**src/rtl/scoreboard_hazard_unit.sv**
```systemverilog
// Hazard detection and forwarding-slot select for the in-order RV32E pipeline.
// Tracks in-flight register writes in a shift-register scoreboard (slot 0 = EX,
// slot PIPE_DEPTH-1 = WB), each entry carrying the first slot its result can be
// forwarded from.
// Ports: clk, rst (async, active-high); ID-stage operands id_* and flush in;
// stall/issue to IF/ID and per-source rsN_fwd_en/rsN_fwd_slot to the operand
// muxes out.
// Optional: define HAZARD_PERF_EN to add the saturating stall_cycles and
// load_use_stalls counters.
module scoreboard_hazard_unit #(
  parameter int PIPE_DEPTH  = 4,
  parameter int REG_IDX_W   = 4,
  parameter int ALU_RDY     = 0,
  parameter int LOAD_RDY    = 3,
  parameter int FLUSH_SLOTS = 1
) (
  input  logic                          clk,
  input  logic                          rst,
  input  logic                          id_valid,
  input  logic [REG_IDX_W-1:0]          id_rs1,
  input  logic [REG_IDX_W-1:0]          id_rs2,
  input  logic                          id_rs1_used,
  input  logic                          id_rs2_used,
  input  logic [REG_IDX_W-1:0]          id_rd,
  input  logic                          id_rd_we,
  input  logic                          id_is_load,
  input  logic                          flush,
  output logic                          stall,
  output logic                          issue,
`ifdef HAZARD_PERF_EN
  output logic [31:0]                   stall_cycles,
  output logic [31:0]                   load_use_stalls,
`endif
  output logic                          rs1_fwd_en,
  output logic                          rs2_fwd_en,
  output logic [$clog2(PIPE_DEPTH)-1:0] rs1_fwd_slot,
  output logic [$clog2(PIPE_DEPTH)-1:0] rs2_fwd_slot
);

  localparam int SLOT_W = $clog2(PIPE_DEPTH);

  if (ALU_RDY >= PIPE_DEPTH || LOAD_RDY >= PIPE_DEPTH) begin : g_cfg_err
    $error("scoreboard_hazard_unit: ready slot beyond pipeline depth");
  end

  logic [PIPE_DEPTH-1:0]                valid_q, valid_d;
  logic [PIPE_DEPTH-1:0][REG_IDX_W-1:0] rd_q, rd_d;
  logic [PIPE_DEPTH-1:0][SLOT_W-1:0]    rdy_q, rdy_d;

  logic              hit1, hit2;
  logic              haz1, haz2;
  logic [SLOT_W-1:0] s1, s2;

  // Walk oldest to youngest so the youngest match is the one left standing.
  always_comb begin
    hit1 = 1'b0;
    hit2 = 1'b0;
    s1   = '0;
    s2   = '0;
    for (int k = PIPE_DEPTH - 1; k >= 0; k--) begin
      if (valid_q[k] && rd_q[k] == id_rs1 && id_rs1 != '0) begin
        hit1 = 1'b1;
        s1   = SLOT_W'(k);
      end
      if (valid_q[k] && rd_q[k] == id_rs2 && id_rs2 != '0) begin
        hit2 = 1'b1;
        s2   = SLOT_W'(k);
      end
    end
  end

  assign haz1 = hit1 && (s1 < rdy_q[s1]);
  assign haz2 = hit2 && (s2 < rdy_q[s2]);

  assign stall = id_valid && !flush &&
                 ((id_rs1_used && haz1) || (id_rs2_used && haz2));
  assign issue = id_valid && !stall && !flush;

  assign rs1_fwd_en   = hit1 && !haz1;
  assign rs2_fwd_en   = hit2 && !haz2;
  assign rs1_fwd_slot = rs1_fwd_en ? s1 : '0;
  assign rs2_fwd_slot = rs2_fwd_en ? s2 : '0;

  // Flushed young slots are dropped instead of advancing; WB simply retires.
  always_comb begin
    valid_d    = '0;
    rd_d       = rd_q;
    rdy_d      = rdy_q;
    valid_d[0] = issue && id_rd_we && (id_rd != '0);
    rd_d[0]    = id_rd;
    rdy_d[0]   = id_is_load ? SLOT_W'(LOAD_RDY) : SLOT_W'(ALU_RDY);
    for (int k = 1; k < PIPE_DEPTH; k++) begin
      valid_d[k] = valid_q[k-1] && !(flush && (k - 1 < FLUSH_SLOTS));
      rd_d[k]    = rd_q[k-1];
      rdy_d[k]   = rdy_q[k-1];
    end
  end

  always_ff @(posedge clk or posedge rst) begin
    if (rst) begin
      valid_q <= '0;
      rd_q    <= '0;
      rdy_q   <= '0;
    end else begin
      valid_q <= valid_d;
      rd_q    <= rd_d;
      rdy_q   <= rdy_d;
    end
  end

`ifdef HAZARD_PERF_EN
  logic [PIPE_DEPTH-1:0] load_q, load_d;
  logic [31:0]           stall_cycles_q, stall_cycles_d;
  logic [31:0]           load_use_q, load_use_d;
  logic                  load_block;

  always_comb begin
    load_d    = load_q << 1;
    load_d[0] = id_is_load;
  end

  assign load_block = (id_rs1_used && haz1 && load_q[s1]) ||
                      (id_rs2_used && haz2 && load_q[s2]);

  always_comb begin
    stall_cycles_d = stall_cycles_q;
    load_use_d     = load_use_q;
    if (stall && stall_cycles_q != 32'hFFFF_FFFF)
      stall_cycles_d = stall_cycles_q + 32'd1;
    if (stall && load_block && load_use_q != 32'hFFFF_FFFF)
      load_use_d = load_use_q + 32'd1;
  end

  always_ff @(posedge clk or posedge rst) begin
    if (rst) begin
      load_q         <= '0;
      stall_cycles_q <= '0;
      load_use_q     <= '0;
    end else begin
      load_q         <= load_d;
      stall_cycles_q <= stall_cycles_d;
      load_use_q     <= load_use_d;
    end
  end

  assign stall_cycles    = stall_cycles_q;
  assign load_use_stalls = load_use_q;
`endif

endmodule
```
**config.mk**
```make
export PLATFORM = sky130hd
export DESIGN_NAME = scoreboard_hazard_unit
export DESIGN_NICKNAME = d
export VERILOG_FILES = /design/src/rtl/scoreboard_hazard_unit.sv
export SDC_FILE = /design/constraint.sdc
export NUM_CORES = 1
export LEC_CHECK = 0
export ABC_AREA = 1
export BUFFER_PORTS_ARGS = -buffer_cell sky130_fd_sc_hd__buf_2
export CAP_MARGIN = 20
export CORE_MARGIN = 4
export CORE_UTILIZATION = 53
export DETAILED_ROUTE_END_ITERATION = 10
export GPL_TIMING_DRIVEN = 0
export HOLD_SLACK_MARGIN = 0.12
export PLACE_DENSITY = 0.72
export SYNTH_ARGS = -nofsm -noshare
export SYNTH_HDL_FRONTEND = slang
export SYNTH_SLANG_ARGS = --single-unit
```
**constraint.sdc**
```tcl
create_clock -name clk -period 4.18 [get_ports clk]
set_input_delay 0.209 -clock clk [delete_from_list [all_inputs] [get_ports clk]]
set_output_delay 0.209 -clock clk [all_outputs]
set_load 0.01 [all_outputs]
```
==> results of run 1 <==
what timing repair did:
| action | 4_1_cts | 5_1_grt |
|---|---|---|
| hold buffers | 8 | 0 |
| hold endpoints to repair | 31 | 0 |
| endpoints found under the setup margin | 0 | 0 |
state kept, by name, indices dropped and copies added (netlist names):
signal,cells
rd_d,12
valid_q,4
rdy_d,3
rdy_q,1
rd_q,4
final cells by class:
class | instances | share of cell area
Sequential cell | 24 | 0.323
Multi-Input combinational cell | 158 | 0.445
Clock buffer | 3 | 0.0121
Tap cell | 31 | 0.0209
Buffer | 1 | 0.00269
Inverter | 41 | 0.0828
Timing Repair Buffer | 34 | 0.113
Yosys cell counts:
| cell type | number |
|---|---|
| o22ai_1 | 7 |
| nor3_2 | 1 |
| inv_2 | 9 |
| inv_1 | 29 |
| nand3_2 | 10 |
| xnor2_1 | 2 |
| nand2_4 | 2 |
| buf_2 | 1 |
| nand2_2 | 6 |
| nand3b_1 | 1 |
| o21ai_0 | 6 |
| nand3_1 | 12 |
| nand3_4 | 1 |
| nor2_1 | 35 |
| o41ai_1 | 1 |
| nand3b_4 | 1 |
| a21oi_1 | 1 |
| nor2_2 | 6 |
| dfrtp_1 | 24 |
| nand2_1 | 63 |
| a21oi_4 | 1 |
| ha_1 | 2 |
| clkinv_1 | 3 |
worst min-delay path by stage:
stage / startpoint / endpoint / slack (ns) / cells after the start
after floorplan: rst / rd_d[10] / 0.22 / 1
after global placement: id_is_load / rdy_d[2] / 0.32 / 1
after detailed placement: id_is_load / rdy_d[2] / 0.32 / 1
after CTS: id_valid / valid_q[0] / 0.22 / 5
after global routing: id_valid / valid_q[0] / 0.23 / 5
final: id_valid / valid_q[0] / 0.22 / 5
worst register-to-register path: stages, from the launching register on:
cell     delay, ns
dfrtp_1       0.43
inv_1         0.09
nor2_1        0.05
nor3_2        0.17
nand3_2       0.15
nand2_2       0.13
nand3_1       0.10
nand3_2       0.10
nand2_1       0.05
ha_1          0.30
nand2_4       0.10
nand3_2       0.11
nand3_2       0.11
nor2_1        0.04
metrics by stage:
stage / setup WS [ns] / cell area [µm²] / hold slack (ns) / utilization / total power, mW
after floorplan: 2.13 / 1590 / 0.224 / - / 0.312
after global placement: 1.94 / 1760 / 0.321 / 0.626 / 0.338
after detailed placement: 1.92 / 1760 / 0.322 / 0.626 / 0.339
after CTS: 1.56 / 1860 / 0.216 / 0.662 / 0.440
after global routing: 1.31 / 1860 / 0.233 / 0.662 / 0.467
final: 1.59 / 1860 / 0.221 / 0.662 / 0.436
kinds of logic (layout without fill, tap and decap cells):
family,after synthesis,count (layout),synth area share
and+or+nand+nor,138,138,0.429
AOI/OAI and AO/OA,16,16,0.0655
DFF,24,24,0.379
buffers and inverters,42,79,0.100
adders and majority gates,2,2,0.0158
xor gates and xnor gates,2,2,0.0110
layout by cell type, fill, tap and decap left out:
| cell type | count |
|---|---|
| a21oi_1 | 1 |
| a21oi_4 | 1 |
| buf_2 | 27 |
| clkbuf_4 | 3 |
| clkinv_1 | 3 |
| dfrtp_1 | 24 |
| dlygate4sd3_1 | 8 |
| ha_1 | 2 |
| inv_1 | 29 |
| inv_2 | 9 |
| nand2_1 | 63 |
| nand2_2 | 6 |
| nand2_4 | 2 |
| nand3_1 | 12 |
| nand3_2 | 10 |
| nand3_4 | 1 |
| nand3b_1 | 1 |
| nand3b_4 | 1 |
| nor2_1 | 35 |
| nor2_2 | 6 |
| nor3_2 | 1 |
| o21ai_0 | 6 |
| o22ai_1 | 7 |
| o41ai_1 | 1 |
| xnor2_1 | 2 |
per-layer routing:
metal  part of all wire  wire length (µm)  global-route usage
met1               0.46              1590               0.280
met2               0.47              1620               0.318
met3              0.061               211              0.0270
met4              0.013                44              0.0579
met5                  0                 0                   0
report_power, final:
part | internal, mW | total [mW] | switching, mW
clock network | 0.0336 | 0.0957 | 0.0621
logic | 0.0350 | 0.0866 | 0.0516
registers | 0.243 | 0.253 | 0.0103
total | 0.312 | 0.436 | 0.124
==> impl_metrics.tcl, run 1 <==
set metrics [dict create \
    p_leak_nw 1.04 \
    synth_nets 246 \
    clock_path_buffers 2 \
    dp_cells 281 \
    critPathMaxStageDelay_ns 0.43 \
    crit_top_cell "nand3_2" \
    cp_top_family "simple AND/OR/NAND/NOR gates" \
    seq_area_um2 601 \
    drt-total-wl_um 3470 \
    reg2reg_to "valid_q[0]" \
    synth-seq-cells 24 \
    max-cap-violations 0 \
    crit_path_top_delay_cell "dfrtp_1" \
    grt_use_total 0.199 \
    place_hpwl_um 2760 \
    multiInputGateArea_um2 827 \
    endpoint "stall" \
    cp_cell_sequence "inv_1 > nor2_1 > nor3_2 > nand3_2 > nand2_2 > nand3_1 > nand3_2 > nand2_1 > ha_1 > nand2_4 > nand3_2 > a21oi_1 > buf_2" \
    nFillCells 271 \
    drt_iter0_drc 69 \
    io_buffer_count 26 \
    cts_root_buffer "clkbuf_4" \
    ys_seq_area_frac 0.379 \
    grt_antenna_before_repair 0 \
    cp.depth 13 \
    power_density_nw_per_um2 234 \
    numCtsBuffers 3 \
    rsz0062_at_grt "no" \
    final_layout_size_suffix_gt1_frac 0.257 \
    setup_tns_ns 0 \
    place_congestion 0.882 \
    hold_viol_final 0 \
    endpoint_kind "primary output" \
    r2r_start "rd_d[10]" \
    synth_area_leaders "dfrtp_1 38%, nand2_1 15%, nor2_1 8.3%" \
    synth.distinct_cells 23 \
    fin_crit_ns 2.59 \
    synth_top_cell_by_area "dfrtp_1" \
    fp.coreArea_um2 2810 \
    tritoncts "yes" \
    drc 0 \
    startpoint "rd_d[10]" \
    die-width_um 62.7 \
    crit_arrival_ns 2.38 \
    first_global_vias 1404 \
    wl_per_cell_um 11.9 \
    instances_no_fill 292 \
    rrSetupSlack_ns 2.14 \
    fmax_mhz 387 \
    initial_core_util 0.566 \
    syn_area_per_cell_um2 7.08 \
    diodes 0 \
    crit_required_ns 3.97 \
    yosys_warnings 0 \
    grt_max_degree 25 \
    start_kind "register" \
    synth_top_cell_area_share 0.379 \
    status "completed" \
    via_per_inst 5.04 \
    dieArea_um2 3930 \
    clk_pin_slew_worst_paths_ns 0.12 \
    die_h_um 62.7 \
    hold_path.class "in -> reg" \
    num_rows 19 \
    finalMaxSlewViolations 0 \
    fin_crit_sh 0.618 \
    worstPathMaxFanout 4 \
    reg2reg_depth 13 \
    syn_inst 224 \
    syn_area_um2 1590 \
    syn_to_final_growth_pct 17.1 \
    slew-limit-headroom 0.429 \
    post_cts_buffers 0 \
    cp_num_buf_inv 2 \
    nets 285 \
    setup_violations 0 \
    grt-ovfl-total 0 \
    dr.pass1.iters 4 \
    vias 1472 \
    ant_nets 0 \
    cts_resized 0 \
    grt_pass1_wl_um 6290 \
    cts_max_level 1 \
    finClkSkew_ns 0.000862 \
    cts_num_sinks 24 \
    io_pins 28 \
    clk_latency_ns 0.30 \
    tightest_slew_ns 0.856 \
    worstSetupPathType "reg -> out" \
    peakVddDrop_mv 0.179 \
]
Note: power is estimated with default switching activity, not from simulation.
==> run 2, diff against run 1 <==
==> constraint.sdc (replaced) <==
create_clock -name clk -period 2.6 [get_ports clk]
set_input_delay 0.13 -clock clk [delete_from_list [all_inputs] [get_ports clk]]
set_output_delay 0.13 -clock clk [all_outputs]
set_load 0.01 [all_outputs]
==> run 2 against run 1 <==
Non-clock buffer count grew 6. Cell area increased by 9.0%. Via count up 4.6%. Utilization rose by 5.9 points. Sequential share of layout area fell by 2.7 points. Largest cell class unchanged. Register-to-register slack got worse by 1.6 ns. Total power increased by 64%. Die area stayed put. Routed wire length increased by 8.1%.
==> impl_metrics.tcl, run 2 (same netlist as run 1, synthesis figures left out) <==
set metrics [dict create \
    met2_usage 0.318 \
    die-width_um 62.7 \
    rsz0062_at_grt "yes" \
    final_layout_size_suffix_gt1_frac 0.367 \
    via_per_inst 5.16 \
    crit_arrival_ns 2.36 \
    numCtsBuffers 3 \
    setup_slack_ns 0.110 \
    syn_to_final_growth_pct 27.6 \
    ant_nets 0 \
    tritoncts "yes" \
    hold_end "valid_q[0]" \
    use_met1 0.280 \
    final_util 0.722 \
    critPathMaxStageDelay_ns 0.42 \
    finalMaxSlewViolations 0 \
    clk_latency_ns 0.30 \
    status "completed" \
    place_congestion 0.882 \
    peakVddDrop_mv 0.290 \
    max-cap-violations 0 \
    tightest_slew_ns 0.863 \
    dr.pass1.iters 4 \
    grt_use_total 0.199 \
    hold_viol_final 0 \
    crit_path_top_delay_cell "dfrtp_1" \
    worstPathMaxFanout 4 \
    first_global_vias 1404 \
    grt_pass1_wl_um 6290 \
    grt_antenna_before_repair 0 \
    grt-ovfl-total 0 \
    finClkSkew_ns 0.00243 \
    largest_reg_flops 12 \
    final_common_cell "nand2_1" \
    reg2reg_depth 16 \
    num_rows 19 \
    power_frac_comb 0.213 \
    drc 0 \
    endpoint_kind "primary output" \
    fmax_mhz 402 \
    io_pins 28 \
    setup_violations 0 \
    p_switching_mw 0.207 \
    fin_crit_ns 2.49 \
    mostFrequentLayoutCells "53 x nand2_1, 32 x nor2_1, 27 x inv_1, 27 x buf_2, 24 x dfrtp_1" \
    grt_max_degree 25 \
    slew-limit-headroom 0.424 \
    nFillCells 247 \
    reg2reg_to "valid_q[0]" \
    p_leak_nw 1.08 \
    io_buffer_count 26 \
    crit_required_ns 2.47 \
    sequentialPowerShare 0.572 \
    power_density_nw_per_um2 353 \
    clock_path_buffers 2 \
    min_from "id_valid" \
    hold_path.class "in -> reg" \
    worstHoldPathCells 5 \
    dieArea_um2 3930 \
    place_hpwl_um 2760 \
    fp.coreArea_um2 2810 \
    intPower_mw 0.508 \
    die_h_um 62.7 \
    drt-total-wl_um 3750 \
    wl_per_cell_um 12.6 \
    vias 1539 \
    cts_num_sinks 24 \
    gr-max-usage-layer "met2" \
    clk_pin_slew_worst_paths_ns 0.12 \
    grt_use_met3 0.0270 \
    diodes 0 \
    cp_cell_sequence "nand2_1 > nand2_1 > nor2_1 > nand2_1 > nor2_2 > inv_1 > nand2_1 > nand3_2 > inv_2 > nand3_2 > nand2_2 > ha_4 > nand2_4 > nand3_2 > a21oi_2 > buf_2" \
    cts_root_buffer "clkbuf_4" \
    cts_max_level 1 \
    nets 291 \
    fin_crit_sh 0.958 \
    dp_slack_ns 0.419 \
    start_kind "register" \
    switching_share 0.290 \
    clockPowerShare 0.215 \
    worstSetupPathType "reg -> out" \
    drt_iter0_drc 52 \
    crit_top_cell "nand2_1" \
    r2r_start "rd_q[12]" \
    rrSetupSlack_ns 0.56 \
    initial_core_util 0.566 \
]
## run 2: cell types whose count changed in the layout (fill, tap and decap cells not counted), moves of 2 or more
cell     before  now
inv_1        29   27
nand3_2      10   14
nand3_4       1    3
nand2_4       2    5
ha_4          0    2
nand2_2       6   13
ha_1          2    0
nand3_1      12    6
inv_2         9   12
nand2_1      63   53
buf_4         0    6
nor2_2        6    9
nor2_1       35   32
## run 2: what timing repair did
action,in CTS,in global routing
hold endpoints to repair,31,0
hold buffers,8,0
gates resized for setup,0,30
endpoints found under the setup margin,0,7
setup buffers,0,6
## run 2: worst max path at each step
stage / depth (start not counted) / slack [ns] / startpoint / end
final: 16 / 0.11 / rd_q[12] / stall
after CTS: 13 / 0.06 / rd_d[10] / stall
after floorplan: 13 / 0.63 / rd_d[10] / rs2_fwd_slot[0]
after global routing: 17 / -0.12 / rd_q[13] / stall
after detailed placement: 13 / 0.42 / rd_d[10] / stall
after global placement: 13 / 0.46 / rd_d[10] / stall
## run 2: cell type report
class,instances,area (µm²),area share
tap,31,38.8,0.0192
clock buffer,3,22.5,0.0111
buffer,1,5.00,0.00247
multi-input combinational,158,948,0.468
sequential,24,601,0.297
inverter,41,154,0.0760
timing repair buffer,40,255,0.126
## run 2: per-stage QoR
| stage | power (mW) | area [µm²] | hold WS (ns) | TNS (ns) | std cells |
|---|---|---|---|---|---|
| 6_report | 0.715 | 2020 | 0.147 | 0 | 298 |
| 5_1_grt | 0.765 | 2020 | 0.153 | -0.624 | 298 |
| 4_1_cts | 0.707 | 1860 | 0.137 | 0 | 292 |
| 3_5_place_dp | 0.545 | 1760 | 0.243 | 0 | 281 |
| 3_3_place_gp | 0.543 | 1760 | 0.242 | 0 | 281 |
| 2_1_floorplan | 0.501 | 1590 | 0.145 | 0 | 224 |
## run 2: routing by layer
| metal | vias to the layer above | wire, µm | part of all wire |
|---|---|---|---|
| met5 | - | 0 | 0 |
| met4 | 0 | 44 | 0.012 |
| met3 | 4 | 226 | 0.060 |
| met2 | 42 | 1840 | 0.49 |
| met1 | 714 | 1640 | 0.44 |
| li1 | 779 | - | - |
## run 2: critical path, delay by kind of cell, from the launching register on
| family | cells | cell delay [ns] |
|---|---|---|
| simple gates | 11 | 1.00 |
| flops | 1 | 0.42 |
| buf+inv | 3 | 0.30 |
| fa+ha+maj | 1 | 0.21 |
| compound gates | 1 | 0.12 |
## run 2: power groups by stage
stage                     clock, mW  combinational, mW  sequential, mW
after global placement            0              0.128           0.414
after detailed placement          0              0.130           0.415
final                         0.154              0.152           0.409
after global routing          0.180              0.173           0.412
after floorplan                   0             0.0915           0.410
after CTS                     0.160              0.139           0.408
==> run 3, diff against run 2 <==
--- a/config.mk
+++ b/config.mk
@@ -14,6 +14,7 @@
 export GPL_TIMING_DRIVEN = 0
 export HOLD_SLACK_MARGIN = 0.12
 export PLACE_DENSITY = 0.72
+export SETUP_SLACK_MARGIN = 0.5
 export SYNTH_ARGS = -nofsm -noshare
 export SYNTH_HDL_FRONTEND = slang
 export SYNTH_SLANG_ARGS = --single-unit
==> run 3 against run 2 <==
Flip-flop and latch count stayed put. Critical endpoint is now rs2_fwd_slot[0]. Worst setup slack better by 0.049 ns. Largest cell class unchanged. Cell area is 5.6% higher. Sequential power about the same. Utilization increased by 4.1 points. Register-to-register slack lost 0.14 ns.
==> impl_metrics.tcl, run 3 (same netlist as run 1, synthesis figures left out) <==
set metrics [dict create \
    cp_top_family "simple AND/OR/NAND/NOR gates" \
    power_density_nw_per_um2 342 \
    fmax_mhz 410 \
    tightest_slew_ns 0.863 \
    worstSetupPathType "reg -> out" \
    nets 303 \
    dp_cells 281 \
    vias 1564 \
    cp_num_buf_inv 4 \
    finClkSkew_ns 0.00141 \
    drc 0 \
    largest_reg_flops 12 \
    clk_pin_slew_worst_paths_ns 0.12 \
    start_kind "register" \
    crit_arrival_ns 2.31 \
    via_per_inst 5.05 \
    critPathMaxStageDelay_ns 0.42 \
    status "completed" \
    cts_max_level 1 \
    finalMaxSlewViolations 0 \
    hold_viol_final 0 \
    worstPathMaxFanout 5 \
    ant_nets 0 \
    fin_crit_ns 2.44 \
    drt-total-wl_um 3750 \
    grt-ovfl-total 0 \
    dieArea_um2 3930 \
    setup_tns_ns 0 \
    first_global_vias 1455 \
    fin_crit_sh 0.939 \
    peakVddDrop_mv 0.299 \
    numCtsBuffers 3 \
    grt_max_degree 25 \
    die_h_um 62.7 \
    place_hpwl_um 2760 \
    final_common_cell "nand2_1" \
    die-width_um 62.7 \
    mostFrequentLayoutCells "52 x nand2_1, 32 x nor2_1, 27 x buf_2, 24 x inv_1, 24 x dfrtp_1" \
    p_leak_nw 1.13 \
    fp.coreArea_um2 2810 \
    max-cap-violations 0 \
    grt_antenna_before_repair 0 \
    finalPower_mw 0.731 \
    cp_cell_sequence "inv_1 > o21ai_0 > nor2_1 > nand3_4 > nand3_4 > inv_2 > nand3_2 > nand2_2 > ha_4 > nand2_4 > a21oi_4 > inv_2 > nor2_2 > buf_2" \
    cts_num_sinks 24 \
    dr.pass1.iters 4 \
    num_rows 19 \
    final_layout_size_suffix_gt1_frac 0.412 \
    hold_path.class "in -> reg" \
    diodes 0 \
    io_buffer_count 26 \
    syn_to_final_growth_pct 34.8 \
    io_pins 28 \
    instances_no_fill 310 \
    clk_latency_ns 0.30 \
    wl_per_cell_um 12.1 \
    rsz0062_at_grt "yes" \
    nFillCells 223 \
    drt_iter0_drc 52 \
    clock_path_buffers 2 \
    tritoncts "yes" \
    place_congestion 0.882 \
    crit_path_top_delay_cell "dfrtp_1" \
    crit_required_ns 2.47 \
    endpoint_kind "primary output" \
    slew-limit-headroom 0.424 \
    setup_violations 0 \
    cts_root_buffer "clkbuf_4" \
    initial_core_util 0.566 \
    grt_pass1_wl_um 6490 \
    grt_use_total 0.206 \
]
[run 3: area by class of cell]
| cell class | count | area [µm²] | area share |
|---|---|---|---|
| inverters | 41 | 155 | 0.0726 |
| plain buffers | 1 | 5.00 | 0.00234 |
| well taps | 31 | 38.8 | 0.0181 |
| clock buffers | 3 | 22.5 | 0.0105 |
| flip-flops and latches | 24 | 601 | 0.281 |
| multi-input cells | 158 | 971 | 0.454 |
| repair buffers | 52 | 345 | 0.161 |
[run 3: timing repair]
action                     4_1_cts  5_1_grt
pin swaps                       11       21
gates cloned                     0        0
hold endpoints to repair        31        0
setup endpoints to repair        8        9
buffers inserted                 8       10
hold buffers                     8        0
gates resized for setup         13       24
[run 3: final timing paths]
kind | end | slack, ns | startpoint | cells past startpoint
setup / recovery | rs2_fwd_slot[0] | 0.16 | rd_d[4] | 14
setup reg to reg | valid_q[0] | 0.42 | rd_d[15] | 18
hold / removal | valid_q[0] | 0.33 | id_valid | 7
min in group asynchronous | rd_q[14] | 0.53 | rst | 3
hold reg to reg | valid_q[2] | 0.42 | valid_q[1] | 0
max in group asynchronous | rd_d[12] | 1.54 | rst | 3
[run 3: metal layers]
layer,GRT usage,part of all wire
met4,0.0579,0.012
met3,0.0270,0.048
met5,0,0
met1,0.281,0.45
met2,0.341,0.49
[run 3: power breakdown]
part           total [mW]  internal, mW  switching, mW
Combinational       0.168        0.0729         0.0947
Clock               0.154        0.0540          0.100
Sequential          0.409         0.391         0.0178
Total               0.731         0.518          0.213
[run 3: stage by stage]
stage | cell area, µm² | hold WS (ns) | utilization | worst slack, ns
2_1_floorplan | 1590 | 0.145 | - | 0.631
3_3_place_gp | 1760 | 0.242 | 0.626 | 0.462
3_5_place_dp | 1760 | 0.243 | 0.626 | 0.419
4_1_cts | 1980 | 0.220 | 0.704 | 0.160
5_1_grt | 2140 | 0.346 | 0.762 | -0.0641
6_report | 2140 | 0.328 | 0.762 | 0.158
[run 3: tightest hold or removal path: stages]
cell and delay, ns:
buf_2 0.09, inv_1 0.04, nor2_1 0.05, nand3_2 0.08, buf_4 0.10, buf_4 0.10
nor2_2 0.03
